**src/rtl/vga_console_pkg.sv**
```systemverilog
// rtl/vga_console_pkg.sv - shared constants, state enum and cursor helpers for the console master
package vga_console_pkg;

  // Controller register byte offsets
  localparam logic [7:0] REG_CTRL       = 8'h00;
  localparam logic [7:0] REG_STATUS     = 8'h04;
  localparam logic [7:0] REG_POS        = 8'h08;
  localparam logic [7:0] REG_ASCII      = 8'h0C;
  localparam logic [7:0] REG_CHAR_COLOR = 8'h10;
  localparam logic [7:0] REG_BG_COLOR   = 8'h14;

  // CTRL command bits
  localparam logic [31:0] CTRL_DRAW = 32'h0000_0001;
  localparam logic [31:0] CTRL_FILL = 32'h0000_0002;

  // Character codes with special handling
  localparam logic [7:0] ASCII_BS    = 8'h08;
  localparam logic [7:0] ASCII_LF    = 8'h0A;
  localparam logic [7:0] ASCII_CR    = 8'h0D;
  localparam logic [7:0] ASCII_SPACE = 8'h20;
  localparam logic [7:0] ASCII_TILDE = 8'h7E;

  // Text grid geometry
  localparam int COLS = 40;
  localparam int ROWS = 30;
  localparam logic [5:0] LAST_COL = 6'(COLS - 1);
  localparam logic [4:0] LAST_ROW = 5'(ROWS - 1);

  typedef enum logic [3:0] {
    ST_INIT_CC,
    ST_INIT_BG,
    ST_CLR_POLL,
    ST_CLR_WR,
    ST_IDLE,
    ST_POLL,
    ST_WR_POS,
    ST_WR_ASC,
    ST_WR_CTL,
    ST_ADV
  } state_t;

  // Row after a line feed or wrap; the screen never scrolls
  function automatic logic [4:0] next_row(input logic [4:0] row);
    return (row == LAST_ROW) ? 5'd0 : row + 5'd1;
  endfunction

  function automatic logic is_printable(input logic [7:0] c);
    return (c >= ASCII_SPACE) && (c <= ASCII_TILDE);
  endfunction

  // POS register layout: row in [12:8], column in [5:0]
  function automatic logic [31:0] pos_word(input logic [4:0] row, input logic [5:0] col);
    return {19'd0, row, 2'b00, col};
  endfunction

endpackage

```
**src/rtl/console_char_fifo.sv**
```systemverilog
// rtl/console_char_fifo.sv - first-word-fall-through character FIFO with registered full flag
module console_char_fifo #(
  parameter int DEPTH = 16,
  parameter int DW    = 8
) (
  input  logic          clk,
  input  logic          rst_n,
  input  logic          push,
  input  logic [DW-1:0] wr_data,
  output logic          full,
  input  logic          pop,
  output logic [DW-1:0] rd_data,
  output logic          empty
);

  localparam int PW = $clog2(DEPTH);

  logic [DW-1:0] mem [DEPTH];
  logic [PW-1:0] wr_ptr;
  logic [PW-1:0] rd_ptr;
  logic [PW:0]   count;
  logic [PW:0]   count_next;
  logic          do_push;
  logic          do_pop;

  assign do_push = push && !full;
  assign do_pop  = pop && !empty;
  assign empty   = (count == '0);
  assign rd_data = mem[rd_ptr];

  // Occupancy after this cycle's push/pop
  always_comb begin
    count_next = count + {{PW{1'b0}}, do_push} - {{PW{1'b0}}, do_pop};
  end

  // Pointers, occupancy and the registered full flag
  always_ff @(posedge clk or negedge rst_n) begin
    if (!rst_n) begin
      wr_ptr <= '0;
      rd_ptr <= '0;
      count  <= '0;
      full   <= 1'b0;
    end else begin
      if (do_push) wr_ptr <= wr_ptr + 1'b1;
      if (do_pop)  rd_ptr <= rd_ptr + 1'b1;
      count <= count_next;
      full  <= (count_next == (PW+1)'(DEPTH));
    end
  end

  // Storage array needs no reset; occupancy guards every read
  always_ff @(posedge clk) begin
    if (do_push) mem[wr_ptr] <= wr_data;
  end

endmodule

```
**src/rtl/vga_console_master.sv**
```systemverilog
// rtl/vga_console_master.sv - character stream to VGA controller register-write sequencer
module vga_console_master
  import vga_console_pkg::*;
#(
  parameter int          AW         = 8,
  parameter int          FIFO_DEPTH = 16,
  parameter logic [23:0] CHAR_RGB   = 24'hFFFFFF,
  parameter logic [23:0] BG_RGB     = 24'h000000
) (
  input  logic          wb_clk_i,
  input  logic          wb_rst_ni,
  input  logic          ch_valid_i,
  input  logic [7:0]    ch_data_i,
  output logic          ch_ready_o,
  input  logic          clear_i,
  output logic          wbm_cyc_o,
  output logic          wbm_stb_o,
  output logic          wbm_we_o,
  output logic [AW-1:0] wbm_adr_o,
  output logic [31:0]   wbm_dat_o,
  output logic [3:0]    wbm_sel_o,
  input  logic [31:0]   wbm_dat_i,
  input  logic          wbm_ack_i,
  input  logic          wbm_err_i,
  output logic [4:0]    cursor_row_o,
  output logic [5:0]    cursor_col_o,
  output logic          busy_o,
  output logic          err_o
);

  state_t        state_q, state_d;
  logic          cyc_q, cyc_d;
  logic          we_q, we_d;
  logic [AW-1:0] adr_q, adr_d;
  logic [31:0]   dat_q, dat_d;
  logic [4:0]    row_q, row_d;
  logic [5:0]    col_q, col_d;
  logic [7:0]    char_q, char_d;
  logic          adv_q, adv_d;
  logic          err_q, err_d;
  logic          clr_q, clr_d;

  logic          fifo_full;
  logic          fifo_empty;
  logic          fifo_pop;
  logic [7:0]    fifo_data;

  logic          is_bus;
  logic          req_we;
  logic [7:0]    req_off;
  logic [31:0]   req_dat;
  logic          done;
  logic          status_busy;
  logic          absorb_clear;
  logic          unused_dat;

  assign unused_dat  = ^wbm_dat_i[31:1];
  assign status_busy = wbm_dat_i[0];

  console_char_fifo #(
    .DEPTH (FIFO_DEPTH),
    .DW    (8)
  ) u_fifo (
    .clk     (wb_clk_i),
    .rst_n   (wb_rst_ni),
    .push    (ch_valid_i),
    .wr_data (ch_data_i),
    .full    (fifo_full),
    .pop     (fifo_pop),
    .rd_data (fifo_data),
    .empty   (fifo_empty)
  );

  // Register access issued by each bus-owning state
  always_comb begin
    is_bus  = 1'b1;
    req_we  = 1'b1;
    req_off = REG_STATUS;
    req_dat = '0;
    case (state_q)
      ST_INIT_CC: begin
        req_off = REG_CHAR_COLOR;
        req_dat = {8'h00, CHAR_RGB};
      end
      ST_INIT_BG: begin
        req_off = REG_BG_COLOR;
        req_dat = {8'h00, BG_RGB};
      end
      ST_CLR_POLL, ST_POLL: req_we = 1'b0;
      ST_CLR_WR: begin
        req_off = REG_CTRL;
        req_dat = CTRL_FILL;
      end
      ST_WR_POS: begin
        req_off = REG_POS;
        req_dat = pos_word(row_q, col_q);
      end
      ST_WR_ASC: begin
        req_off = REG_ASCII;
        req_dat = {24'h0, char_q};
      end
      ST_WR_CTL: begin
        req_off = REG_CTRL;
        req_dat = CTRL_DRAW;
      end
      default: begin
        is_bus = 1'b0;
        req_we = 1'b0;
      end
    endcase
  end

  // A clear arriving while the screen is already being cleared adds nothing
  assign absorb_clear = (state_q == ST_INIT_CC) || (state_q == ST_INIT_BG) ||
                        (state_q == ST_CLR_POLL) || (state_q == ST_CLR_WR) ||
                        ((state_q == ST_IDLE) && clr_q);

  // Next-state, bus cycle and cursor logic
  always_comb begin
    state_d  = state_q;
    cyc_d    = cyc_q;
    we_d     = we_q;
    adr_d    = adr_q;
    dat_d    = dat_q;
    row_d    = row_q;
    col_d    = col_q;
    char_d   = char_q;
    adv_d    = adv_q;
    err_d    = err_q;
    clr_d    = clr_q;
    fifo_pop = 1'b0;
    done     = 1'b0;

    // Start a cycle only from cyc=0, which guarantees an idle gap between cycles
    if (is_bus) begin
      if (!cyc_q) begin
        cyc_d = 1'b1;
        we_d  = req_we;
        adr_d = AW'(req_off);
        dat_d = req_dat;
      end else if (wbm_err_i || wbm_ack_i) begin
        cyc_d = 1'b0;
        we_d  = 1'b0;
        adr_d = '0;
        dat_d = '0;
        if (wbm_err_i) begin
          err_d   = 1'b1;
          state_d = ST_IDLE;
        end else begin
          done = 1'b1;
        end
      end
    end

    case (state_q)
      ST_INIT_CC:  if (done) state_d = ST_INIT_BG;
      ST_INIT_BG:  if (done) state_d = ST_CLR_POLL;
      ST_CLR_POLL: if (done && !status_busy) state_d = ST_CLR_WR;
      ST_CLR_WR: begin
        if (done) begin
          row_d   = '0;
          col_d   = '0;
          state_d = ST_IDLE;
        end
      end
      ST_IDLE: begin
        if (clr_q) begin
          clr_d   = 1'b0;
          state_d = ST_CLR_POLL;
        end else if (!fifo_empty) begin
          fifo_pop = 1'b1;
          if (is_printable(fifo_data)) begin
            char_d  = fifo_data;
            adv_d   = 1'b1;
            state_d = ST_POLL;
          end else if (fifo_data == ASCII_LF) begin
            col_d = '0;
            row_d = next_row(row_q);
          end else if (fifo_data == ASCII_CR) begin
            col_d = '0;
          end else if ((fifo_data == ASCII_BS) && (col_q != '0)) begin
            col_d   = col_q - 6'd1;
            char_d  = ASCII_SPACE;
            adv_d   = 1'b0;
            state_d = ST_POLL;
          end
        end
      end
      ST_POLL:   if (done && !status_busy) state_d = ST_WR_POS;
      ST_WR_POS: if (done) state_d = ST_WR_ASC;
      ST_WR_ASC: if (done) state_d = ST_WR_CTL;
      ST_WR_CTL: if (done) state_d = adv_q ? ST_ADV : ST_IDLE;
      ST_ADV: begin
        if (col_q == LAST_COL) begin
          col_d = '0;
          row_d = next_row(row_q);
        end else begin
          col_d = col_q + 6'd1;
        end
        state_d = ST_IDLE;
      end
      default: state_d = ST_IDLE;
    endcase

    if (clear_i && !absorb_clear) clr_d = 1'b1;
  end

  // State, bus and cursor registers; reset drops the bus cycle immediately
  always_ff @(posedge wb_clk_i or negedge wb_rst_ni) begin
    if (!wb_rst_ni) begin
      state_q <= ST_INIT_CC;
      cyc_q   <= 1'b0;
      we_q    <= 1'b0;
      adr_q   <= '0;
      dat_q   <= '0;
      row_q   <= '0;
      col_q   <= '0;
      char_q  <= '0;
      adv_q   <= 1'b0;
      err_q   <= 1'b0;
      clr_q   <= 1'b0;
    end else begin
      state_q <= state_d;
      cyc_q   <= cyc_d;
      we_q    <= we_d;
      adr_q   <= adr_d;
      dat_q   <= dat_d;
      row_q   <= row_d;
      col_q   <= col_d;
      char_q  <= char_d;
      adv_q   <= adv_d;
      err_q   <= err_d;
      clr_q   <= clr_d;
    end
  end

  assign wbm_cyc_o    = cyc_q;
  assign wbm_stb_o    = cyc_q;
  assign wbm_we_o     = we_q;
  assign wbm_adr_o    = adr_q;
  assign wbm_dat_o    = dat_q;
  assign wbm_sel_o    = cyc_q ? 4'hF : 4'h0;
  assign cursor_row_o = row_q;
  assign cursor_col_o = col_q;
  assign err_o        = err_q;
  assign ch_ready_o   = !fifo_full;
  assign busy_o       = (state_q != ST_IDLE) || !fifo_empty;

endmodule

```
**config.mk**
```make
export PLATFORM = sky130hd
export DESIGN_NAME = vga_console_master
export DESIGN_NICKNAME = d
export VERILOG_FILES = /design/src/rtl/vga_console_pkg.sv /design/src/rtl/console_char_fifo.sv /design/src/rtl/vga_console_master.sv
export SDC_FILE = /design/constraint.sdc
export NUM_CORES = 1
export LEC_CHECK = 0
export CAP_MARGIN = 20
export CORE_ASPECT_RATIO = 0.8
export CORE_UTILIZATION = 58
export CTS_BUF_LIST = sky130_fd_sc_hd__clkbuf_8
export DETAILED_ROUTE_END_ITERATION = 10
export GPL_TIMING_DRIVEN = 0
export PLACE_DENSITY_LB_ADDON = 0.25
export REMOVE_ABC_BUFFERS = 1
export SLEW_MARGIN = 20
export SYNTH_ARGS = -nofsm -noshare
export SYNTH_HDL_FRONTEND = slang
export SYNTH_SLANG_ARGS = --single-unit
```
**constraint.sdc**
```tcl
create_clock -name wb_clk_i -period 4.5 [get_ports wb_clk_i]
set_clock_uncertainty 0.15 [all_clocks]
set_input_delay 0.9 -clock wb_clk_i [delete_from_list [all_inputs] [get_ports wb_clk_i]]
set_output_delay 0.9 -clock wb_clk_i [all_outputs]
set_load 0.02 [all_outputs]
```
==> results.toml <==
[layout]
final_cell_mix = "edfxtp_1 (128), clkdlybuf4s50_1 (61), dfrtp_1 (57)"
finalNonFillerCells = 855
design_area_um2 = 9640
areaGrowthSynthToFinish_pct = 11.9
drive_gt1_frac = 0.119
n_antenna_cell = 0
layout_commonest_cell = "edfxtp_1"
multiInputGateArea_um2 = 2930
nFillCells = 962
nets = 721
seq_area_um2 = 5330

[grt]
grt_pass1_vias = 5118
antenna_found_initial = 0
gr-total-overflow = 0
grt_max_degree = 41
grt_pass1_wl_um = 28500
grt.total_usage = 0.253

[timing]
finalMaxSlewViolations = 0
fmax_ghz = 0.247
relSlewSlack = 0.386
rsz0062_at_grt = "no"
setup_viol_count_final = 0
hold_violations = 0
worst_pin_slew_ps = 909
fin_crit_ps = 4050
fin_ws_ps = 454
finalCritPeriodShare = 0.899

[power_and_ir_drop]
seq_power_share = 0.401
ir_worst_vdd_mv = 0.433
p_clk_frac = 0.184
p_sw_frac = 0.385
p_per_area_nw_per_um2 = 661
p_comb_frac = 0.415
p_int_mw = 3.92
leakage_nw = 3.52
switchingPower_mw = 2.45

[placed_design]
portBuffers = 62
dpl_cell_area_um2 = 9220
gpl.final_weighted_congestion = 0.853
placed_cells = 824
dpl.hpwl_um = 12300
dp_slack_ps = 602

[worst_setup_path]
crit_arrival_ps = 4280
path_cells = "nor2_1 -> nand2_1 -> nor3_2 -> ha_1 -> inv_1 -> ha_1 -> inv_1 -> fa_1 -> inv_1 -> a21oi_1 -> nor2_1 -> nor2_1 -> xnor2_1 -> nand2b_1 -> nor4_1"
cpMaxStageDelayCell = "dfrtp_1"
critPathKind = "reg -> reg"
slowest_delay_ps = 640
worst-path-max-fanout = 18
startpoint_type = "flip-flop"
r2r_start = "state_q[0]"
r2r_end = "u_fifo.full"
critical-path-top-delay-family = "simple AND/OR/NAND/NOR gates"
reg2reg_slack_ps = 450
r2r_cells = 15
crit_buf_inv = 3
end_kind = "flip-flop"
required_ps = 4730

[clocking]
root_buffer = "clkbuf_8"
cts_buffer_depth = 2
htreeDepth = 4
numCtsBuffers = 17
clkTransAtPathRegs_ps = 100
hold_buffers = 0
clk_latency_ps = 480
cts.repair.resized = 0
cts.sinks = 187
cts_tree = "built"
cts_setup_buffers = 0

[synth]
netlist_instances = 621
synth_ff_type = "edfxtp_1"
ys_ff_latch = 187
synth_top_family_by_area = "compound AO/OA/AOI/OAI gates"
yosys_warnings = 0
ys_types = 73
synthArstFlopShare = 0.316
synthMuxAreaShare = 0.0948
synth_area_um2 = 8620
ys_seq_area_frac = 0.617
synth_edf_count = 128
synth_compound_area_frac = 0.110
synth_fa_ha_area_frac = 0.0241
synth-simple-area-share = 0.0906
syn_area_per_cell_um2 = 13.9
synth-xor-area-share = 0.0132

[floorplan]
die_x_um = 138
core.rowCount = 39
coreArea_um2 = 14400
die_area_um2 = 15300
die_h_um = 111
start_util = 0.599
pin_count = 107

[drt]
first_iter_violations = 741
drtPass1Iterations = 11
via_count = 5425
vias_per_cell = 6.35
wirelength_um = 18200
drc = 16
wl_per_cell_um = 21.3
ant_nets = 0

[min_path]
hp-class = "in -> async"

[status]
violations = "DRC"
outcome = "finished, violations left"

[flow_run]
maxCapViolCount = 0
[per-stage QoR]
step	TNS [ps]	power (mW)	util	hold slack, ps
3_5_place_dp	0	5.19	0.640	317
6_report	0	6.37	0.669	134
5_1_grt	0	6.73	0.669	136
3_3_place_gp	-930	5.06	0.636	299
2_1_floorplan	0	4.28	-	300
4_1_cts	0	6.36	0.669	121
[layout make-up]
type,count,share of cell area
clock buffer,17,0.0243
sequential,187,0.553
tap,184,0.0239
timing repair buffer,64,0.0683
inverter,20,0.00779
multi-input combinational,369,0.304
clock inverter,14,0.0187
[routing by layer]
layer	global-route usage	routed length (µm)	vias up
li1	-	-	2389
met2	0.386	8640	272
met4	0.0929	344	0
met3	0.0562	1380	32
met5	0	0	-
met1	0.360	7860	2732
[how the worst max path moves through the flow]
stage                                 from         endpoint  cells past startpoint
final                           state_q[0]      u_fifo.full                     15
after global routing            state_q[0]      u_fifo.full                     15
after CTS                       state_q[3]           busy_o                      4
after detailed placement        state_q[0]      u_fifo.full                     15
after global placement    u_fifo.rd_ptr[0]  cursor_col_o[1]                      8
after floorplan           u_fifo.rd_ptr[0]  cursor_col_o[1]                      8
[power groups by stage]
stage / combinational (mW) / clock, mW / sequential (mW)
after global routing: 2.86 / 1.25 / 2.62
after CTS: 2.62 / 1.19 / 2.56
after detailed placement: 2.60 / 0 / 2.59
final: 2.64 / 1.17 / 2.56
after global placement: 2.45 / 0 / 2.61
after floorplan: 1.62 / 0 / 2.65
[state kept, by name, indices dropped and copies added (netlist names), 3 cells and up]
signal,cells
u_fifo.count,5
u_fifo.rd_ptr,4
char_q,8
wbm_dat_o,14
cursor_row_o,5
u_fifo.mem,128
state_q,4
cursor_col_o,6
wbm_adr_o,3
u_fifo.wr_ptr,4
[cells in the mapped netlist (all sizes together) (5+ instances only)]
master    n  area share
a21oi    20       0.012
a22o     19       0.019
a22oi    12       0.010
and2     20       0.015
buf      39       0.033
clkbuf   18      0.0078
dfrtp    59        0.17
edfxtp  128        0.45
ha       15       0.022
inv      20      0.0087
mux2i    10       0.012
mux4     30       0.078
nand2    50       0.022
nand2b    7      0.0051
nand3     7      0.0041
nor2     27       0.012
nor2b     7      0.0051
nor3      7      0.0046
o21ai    26       0.015
o22ai     5      0.0036
o31ai     8      0.0076
xnor2    11       0.011
[logic make-up (layout without fill, tap and decap cells)]
logic type,after synthesis,in the layout
compound gates,134,134
xor+xnor,13,13
fa+ha+maj,16,16
buf+inv,77,115
flops,187,187
mux,43,43
other cells,1,13
simple gates,150,150
Power figures use the tool's default switching activity.
